### src/rtl/deserializer_v2_pkg.sv
// Shared types and defaults for the Arduino-link serial receiver.
// Holds the receive state encoding and the default synchronizer depth.
// No logic lives here; nothing to backpressure.
package deserializer_v2_pkg;

    typedef enum logic {
        ST_IDLE = 1'b0,
        ST_RECV = 1'b1
    } state_t;

    localparam int SYNC_STAGES = 2;

endpackage

### src/rtl/deserializer_v2_sync_rise_detect.sv
// Synchronizes one asynchronous level into Clk and flags its rising edges.
// Latency: Sync and Rise appear SyncStages+1 Clk edges after the pin is first sampled.
// No backpressure: Rise is a single-cycle strobe that the consumer must take.
module sync_rise_detect #(
    parameter int SyncStages = 2
) (
    input  logic Async,
    input  logic Clk,
    input  logic Clr,
    output logic Sync,
    output logic Rise
);

    logic [SyncStages-1:0] chain;

    // Metastability chain, then a history flop that doubles as the aligned level.
    // Rise is registered from the same edge as Sync so both are high together.
    always_ff @(posedge Clk or negedge Clr) begin
        if (!Clr) begin
            chain <= '0;
            Sync  <= 1'b0;
            Rise  <= 1'b0;
        end else begin
            chain <= {chain[SyncStages-2:0], Async};
            Sync  <= chain[SyncStages-1];
            Rise  <= chain[SyncStages-1] & ~Sync;
        end
    end

endmodule

### src/rtl/deserializer_v2.sv
// Serial-to-parallel receiver: shifts 2*NumbDataBits bits MSB first and presents two words.
// Latency: outputs update SyncStages+2 Clk edges after the edge that first samples SerialClk=1.
// Valid/Ack handshake; a frame completing while Valid=1 and Ack=0 is dropped and sets Overrun.
module deserializer_v2
    import deserializer_v2_pkg::*;
#(
    parameter int NumbDataBits = 8,
    parameter int SyncStages   = SYNC_STAGES
) (
    input  logic                    Clk,
    input  logic                    Clr,
    input  logic                    SerialClk,
    input  logic                    SerialData,
    input  logic                    FrameEn,
    input  logic                    Ack,
    output logic [NumbDataBits-1:0] Output1,
    output logic [NumbDataBits-1:0] Output2,
    output logic                    Valid,
    output logic                    Overrun,
    output logic                    Busy
);

    localparam int FrameBits = 2 * NumbDataBits;
    localparam int CountW    = $clog2(FrameBits);
    localparam logic [CountW-1:0] LastBit = CountW'(FrameBits - 1);

    logic                 sclk;
    logic                 sclk_rise;
    logic                 edge_stb;
    logic [SyncStages:0]  data_chain;
    logic [SyncStages:0]  fen_chain;
    logic                 sdata;
    logic                 sframe_en;

    state_t               state;
    logic [CountW-1:0]    count;
    logic [FrameBits-1:0] shreg;
    logic [FrameBits-1:0] next_shreg;
    logic [FrameBits-1:0] frame_q;
    logic                 done_q;

    sync_rise_detect #(
        .SyncStages (SyncStages)
    ) u_clk_sync (
        .Async (SerialClk),
        .Clk   (Clk),
        .Clr   (Clr),
        .Sync  (sclk),
        .Rise  (sclk_rise)
    );

    // Data and frame enable get one flop beyond the synchronizer depth so they
    // line up with the clock path, whose edge history adds the same extra stage.
    always_ff @(posedge Clk or negedge Clr) begin
        if (!Clr) begin
            data_chain <= '0;
            fen_chain  <= '0;
        end else begin
            data_chain <= {data_chain[SyncStages-1:0], SerialData};
            fen_chain  <= {fen_chain[SyncStages-1:0], FrameEn};
        end
    end

    assign sdata      = data_chain[SyncStages];
    assign sframe_en  = fen_chain[SyncStages];
    assign edge_stb   = sclk_rise & sclk;
    assign next_shreg = {shreg[FrameBits-2:0], sdata};
    assign Busy       = (state == ST_RECV) && (count != '0);

    // Receive FSM: collects bits on each serial clock rise, emits a one-cycle
    // completion pulse with the captured frame; losing FrameEn discards the partial frame.
    always_ff @(posedge Clk or negedge Clr) begin
        if (!Clr) begin
            state   <= ST_IDLE;
            count   <= '0;
            shreg   <= '0;
            frame_q <= '0;
            done_q  <= 1'b0;
        end else begin
            done_q <= 1'b0;
            case (state)
                ST_IDLE: begin
                    count <= '0;
                    shreg <= '0;
                    if (sframe_en) begin
                        state <= ST_RECV;
                    end
                end
                ST_RECV: begin
                    if (!sframe_en) begin
                        state <= ST_IDLE;
                        count <= '0;
                        shreg <= '0;
                    end else if (edge_stb) begin
                        shreg <= next_shreg;
                        if (count == LastBit) begin
                            frame_q <= next_shreg;
                            done_q  <= 1'b1;
                            count   <= '0;
                        end else begin
                            count <= count + 1'b1;
                        end
                    end
                end
                default: begin
                    state <= ST_IDLE;
                end
            endcase
        end
    end

    // Output handshake: accept a completed frame when the slot is free or being
    // acknowledged in the same cycle; otherwise keep the old frame and flag the loss.
    always_ff @(posedge Clk or negedge Clr) begin
        if (!Clr) begin
            Output1 <= '0;
            Output2 <= '0;
            Valid   <= 1'b0;
            Overrun <= 1'b0;
        end else if (done_q) begin
            if (!Valid || Ack) begin
                Output1 <= frame_q[FrameBits-1:NumbDataBits];
                Output2 <= frame_q[NumbDataBits-1:0];
                Valid   <= 1'b1;
            end else begin
                Overrun <= 1'b1;
            end
        end else if (Valid && Ack) begin
            Valid <= 1'b0;
        end
    end

endmodule
### config.mk
export PLATFORM = sky130hd
export DESIGN_NAME = deserializer_v2
export DESIGN_NICKNAME = d
export VERILOG_FILES = /design/src/rtl/deserializer_v2_pkg.sv /design/src/rtl/deserializer_v2_sync_rise_detect.sv /design/src/rtl/deserializer_v2.sv
export SDC_FILE = /design/constraint.sdc
export NUM_CORES = 1
export LEC_CHECK = 0
export CORE_ASPECT_RATIO = 1.1
export CORE_MARGIN = 10
export CORE_UTILIZATION = 66
export CTS_CLUSTER_SIZE = 12
export DETAILED_ROUTE_END_ITERATION = 8
export DONT_BUFFER_PORTS = 1
export GPL_ROUTABILITY_DRIVEN = 1
export PLACE_DENSITY_LB_ADDON = 0.25
export SYNTH_ARGS = -nofsm -noshare
export SYNTH_HDL_FRONTEND = slang
export SYNTH_SLANG_ARGS = --single-unit
### constraint.sdc
create_clock -name Clk -period 3.2 [get_ports Clk]
set_clock_uncertainty 0.1 [all_clocks]
set_input_delay 0.16 -clock Clk [delete_from_list [all_inputs] [get_ports Clk]]
set_output_delay 0.16 -clock Clk [all_outputs]
set_load 0.005 [all_outputs]
# After elaboration in Yosys (flattened, before gate mapping)
# Index checks and enable logic that the tools add are counted.
[classes] add_sub_neg=1 n_eq_ne=3 reduce_logical=10 muxes=15 n_bitwise=5
[op_table] operator="$mux 15" count=2
[op_table] operator="$pmux 15 s2" count=1
[op_table] operator="$mux 4" count=3
[op_table] operator="$mux 1" count=8
[op_table] operator="$pmux 4 s2" count=1
[op_table] operator="$reduce_and 2->1" count=3
[op_table] operator="$add 4x1->4 const B" count=1
[op_table] operator="$eq 4x4->1 const B" count=1
[op_table] operator="$reduce_and 4->1" count=1
[op_table] operator="$reduce_bool 4->1" count=1
[op_table] operator="$ne 3x3->1 const B" count=1
[op_table] operator="$not 1->1" count=3
[op_table] operator="$and 1x1->1" count=2
[op_table] operator="$logic_and 1x1->1" count=2
[op_table] operator="$ne 2x1->1 const B" count=1
[op_table] operator="$reduce_bool 2->1" count=1
[op_table] operator="$logic_not 1->1" count=1
[op_table] operator="$logic_or 1x1->1" count=1
[totals] wordCells=48 input_bits=6 out_inout_bits=19 regBits=65

# Longest topological paths before layout
[logic_depth] ltp_word=5 depth_mapped=5 depth_no_buf=4

# By module
# From an unflattened synthesis, not the netlist that was laid out.
[hier_totals] cells_unflattened=145 area_unflattened_um2=2403.6
[by_module_without_submodules] mod="deserializer_v2" cells_each=140 instances=1 seq_area_each_um2=1526.5 area_each_um2=2289.7
[by_module_without_submodules] mod="sync_rise_detect" cells_each=5 instances=1 seq_area_each_um2=100.1 area_each_um2=113.9

# Worst setup path after synthesis
# OpenSTA, ideal clock, no wires.
[synth_path] path_type="register to register" start="register count[0]" end="register frame_q[0]" stages_incl_launch_ff=6 period_less_slack_ps=1567 t_arrival_ps=1342 slack_ps=1633 required_time_ps=2975 cell_sequence="dfrtp_1 -> ha_1 -> nand3_2 -> nor2_4 -> buf_12 -> mux2_4"
[synth_via] elab_chain_cells=2
[synth_rtl] element="from (decl)" line="deserializer_v2.sv:36" text="logic [CountW-1:0] count;"
[synth_rtl] element="from (signal assigned)" line="deserializer_v2.sv:101" text="count <= count + 1'b1;"
[synth_rtl] element="$eq 4x4->1" line="deserializer_v2.sv:96" text="if (count == LastBit) begin"
[synth_rtl] element="$reduce_and 4->1 (no line)"
[synth_rtl] element="to (signal assigned)" line="deserializer_v2.sv:97" text="frame_q <= next_shreg;"
[synth_rtl] element="to (decl)" line="deserializer_v2.sv:39" text="logic [FrameBits-1:0] frame_q;"
# Every way passes these cells.
# A chain may end at the register's enable or synchronous reset.

# Worst setup path in the final report
[layout_path] start="register count[1]" end="register frame_q[1]"
# The elaborated chain is that of the path after synthesis.

==> reports/qor.txt <==
status = finished clean
worst-case reg-to-reg path depth = 4
Post-CTS Setup Repair Bufs = 0
Post-Route WL = 3.99 mm
Flop pwr share = 59.0%
minimum clock period = 1.88 ns
most common cell after layout, fill and taps aside = dfrtp_1
leak pwr = 1.30 nW
vias in the first global route = 1305
DR iter-0 viols = 55
ANT nets after route = 0
Sw Pwr = 0.298 mW
slowest stage delay, CP = 0.51 ns
placed instance area = 2410 sq um
row count = 22
Die Ht = 83.3 um
Max-slew headroom = 45.6%
initial antenna violation count = 0
clock root buffer = clkbuf_4
clk slew on worst S/H paths = 0.11 ns
Peak supply drop = 417 uV
Crit Reg-Reg Endpoint = frame_q[1]
Num CTS Buffers = 9
most frequent cells in the layout = dfrtp_1, mux2_2, a22o_1
crit path cell chain = ha_1 -> nand3_2 -> nor2_4 -> mux2_2
area leader, netlist = dfrtp_1
# fillers = 202
Resized cells post-CTS = 0
HPWL after detailed placement = 2.48 mm
register area share after synthesis = 67.7%
Post-layout nets = 165
Synth Area per Inst = 16.6 sq um
CORE AREA = 3410 sq um
H-tree level count = 3
power share of the clock group = 38.8%
syn nets = 153
CP max-delay cell = nor2_4
Worst-Skew Late Latency = 0.39 ns
share of cells above drive strength 1 = 32.9%
Detailed Routing Iterations Pass 1 = 4
Tcrit/Tclk final = 58.9%
Final Cell Area = 2630 sq um
Via Count = 1221
CTS tree = done
total of max-cap violations = 0
Final setup viols = 0
crit end category = flop
total gr overflow = 0
aggregate global-route resource usage = 13.3%
Yosys cell types = 27
# diodes = 0
synth warn = 0
pwr dens = 537 nW/um^2
Int Power = 1.12 mW
Highest Clock Rate = 531 MHz
routability cong. = 0.800
FF/Latch Area = 1630 sq um
first-pass GRT wire length = 6.75 mm
vias per cell = 5.84
WL per Instance = 19.1 um
Critical Path Source Type = flop
area of the mapped netlist = 2400 sq um
worst reg-to-reg setup slack = 1.32 ns
top cell type's share of synthesized area = 67.7%
die area = 6460 sq um
Comb power frac = 2.3%
Initial Util = 70.4%
clock sinks = 65
Layout area overhead = 9.53%
Data required, critical path = 3.37 ns
top area cells in the synthesized netlist = dfrtp_1, mux2_2, a22o_1, mux2_4, ha_1
RSZ-0062 raised after global routing = false
Clock Tree Buf Depth = 2
DRC = 0
CP Data Arrival Time = 2.06 ns
Die W = 77.5 um
area of the multi-input gates = 717 sq um
worst slew pin tran = 0.816 ns
critical path type = flop to flop
reg2reg start = count[1]
final hold vios = 0
port buffer count = 0
# hold bufs at CTS = 6
Slew Limit Fails = 0
largest net degree at the start of global routing = 66
cell count after synthesis = 145
Worst Hold Class = primary input to asynchronous set/reset pin
setup TNS = 0 ns
CP max FO = 17
Seq cells post-synth = 65
IO Count = 25
Sw Ratio = 21.1%
per-stage QoR:
step                      setup WS, ns  power (mW)  utilization [%]  hold slack, ns  instances
after global placement            1.43       0.858             70.7          -0.234        188
after CTS                         1.31        1.43             77.1           0.170        209
after floorplan                   1.63       0.857                -          -0.236        145
final                             1.32        1.41             77.1           0.179        209
after global routing              1.18        1.47             77.1           0.173        209
after detailed placement          1.34       0.859             70.7          -0.234        188
kinds of logic (layout without fill, tap and decap cells):
| logic type | count (synthesis) | after routing | synth area share [%] |
|---|---|---|---|
| flops | 65 | 65 | 67.7 |
| buf+inv | 8 | 24 | 2.50 |
| fa+ha+maj | 2 | 2 | 1.04 |
| xor+xnor | 1 | 1 | 0.364 |
| mux | 32 | 32 | 16.4 |
| compound gates | 21 | 21 | 7.60 |
| simple gates | 16 | 16 | 4.42 |
final cells by class:
type	instances	share of cell area, %
Sequential cell	65	61.8
Multi-Input combinational cell	72	27.2
Clock buffer	13	3.90
Timing Repair Buffer	6	2.95
Tap cell	48	2.28
Clock inverter	2	1.43
Inverter	3	0.428
state kept, by name (all words and copies together), names as in the netlist:
name,flops
u_clk_sync.chain,2
state,1
done_q,1
Output1,8
count,4
shreg,15
fen_chain,3
u_clk_sync.Rise,1
u_clk_sync.Sync,1
frame_q,16
data_chain,3
Overrun,1
Valid,1
Output2,8
layer usage:
layer / part of all wire, % / GRT usage [%]
met5: 0 / 0
met4: 1.0 / 7.92
met3: 6.4 / 5.60
met2: 49 / 20.0
met1: 43 / 15.3
power by group through the flow:
stage / Combinational (mW) / Sequential [mW] / Clock (mW)
after floorplan: 0.00805 / 0.849 / 0
after global placement: 0.00844 / 0.850 / 0
after detailed placement: 0.00909 / 0.850 / 0
after CTS: 0.0332 / 0.834 / 0.560
after global routing: 0.0363 / 0.835 / 0.598
final: 0.0319 / 0.834 / 0.549
synth_stat cells:
master    count
a211o_1       1
a21bo_2       1
a21boi_0      1
a21oi_2       1
a22o_1       16
and2b_2       1
and4_1        1
and4_2        1
buf_12        1
buf_2         2
buf_4         1
buf_6         1
dfrtp_1      65
ha_1          2
inv_1         3
mux2_2       23
mux2_4        9
nand2_1       3
nand2b_1      1
nand3_1       3
nand3_2       1
nand4_2       1
nor2_1        2
nor2_4        1
nor3_1        1
o21bai_1      1
xor2_1        1
how the worst max path moves through the flow:
stage | slack [ns] | endpoint | from | cells past startpoint
floorplan | 1.63 | frame_q[0] | count[0] | 5
global placement | 1.43 | frame_q[5] | count[0] | 4
detailed placement | 1.34 | frame_q[5] | count[0] | 4
CTS | 1.31 | frame_q[1] | count[0] | 4
global route | 1.18 | frame_q[1] | count[1] | 4
finish | 1.32 | frame_q[1] | count[1] | 4
worst max-delay path, delay by kind of cell, from the launching register on:
kind | cells | cell delay, ns
and+or+nand+nor | 2 | 0.64
DFF | 1 | 0.41
muxes | 1 | 0.40
adders and majority gates | 1 | 0.21
Power figures use the tool's default switching activity.
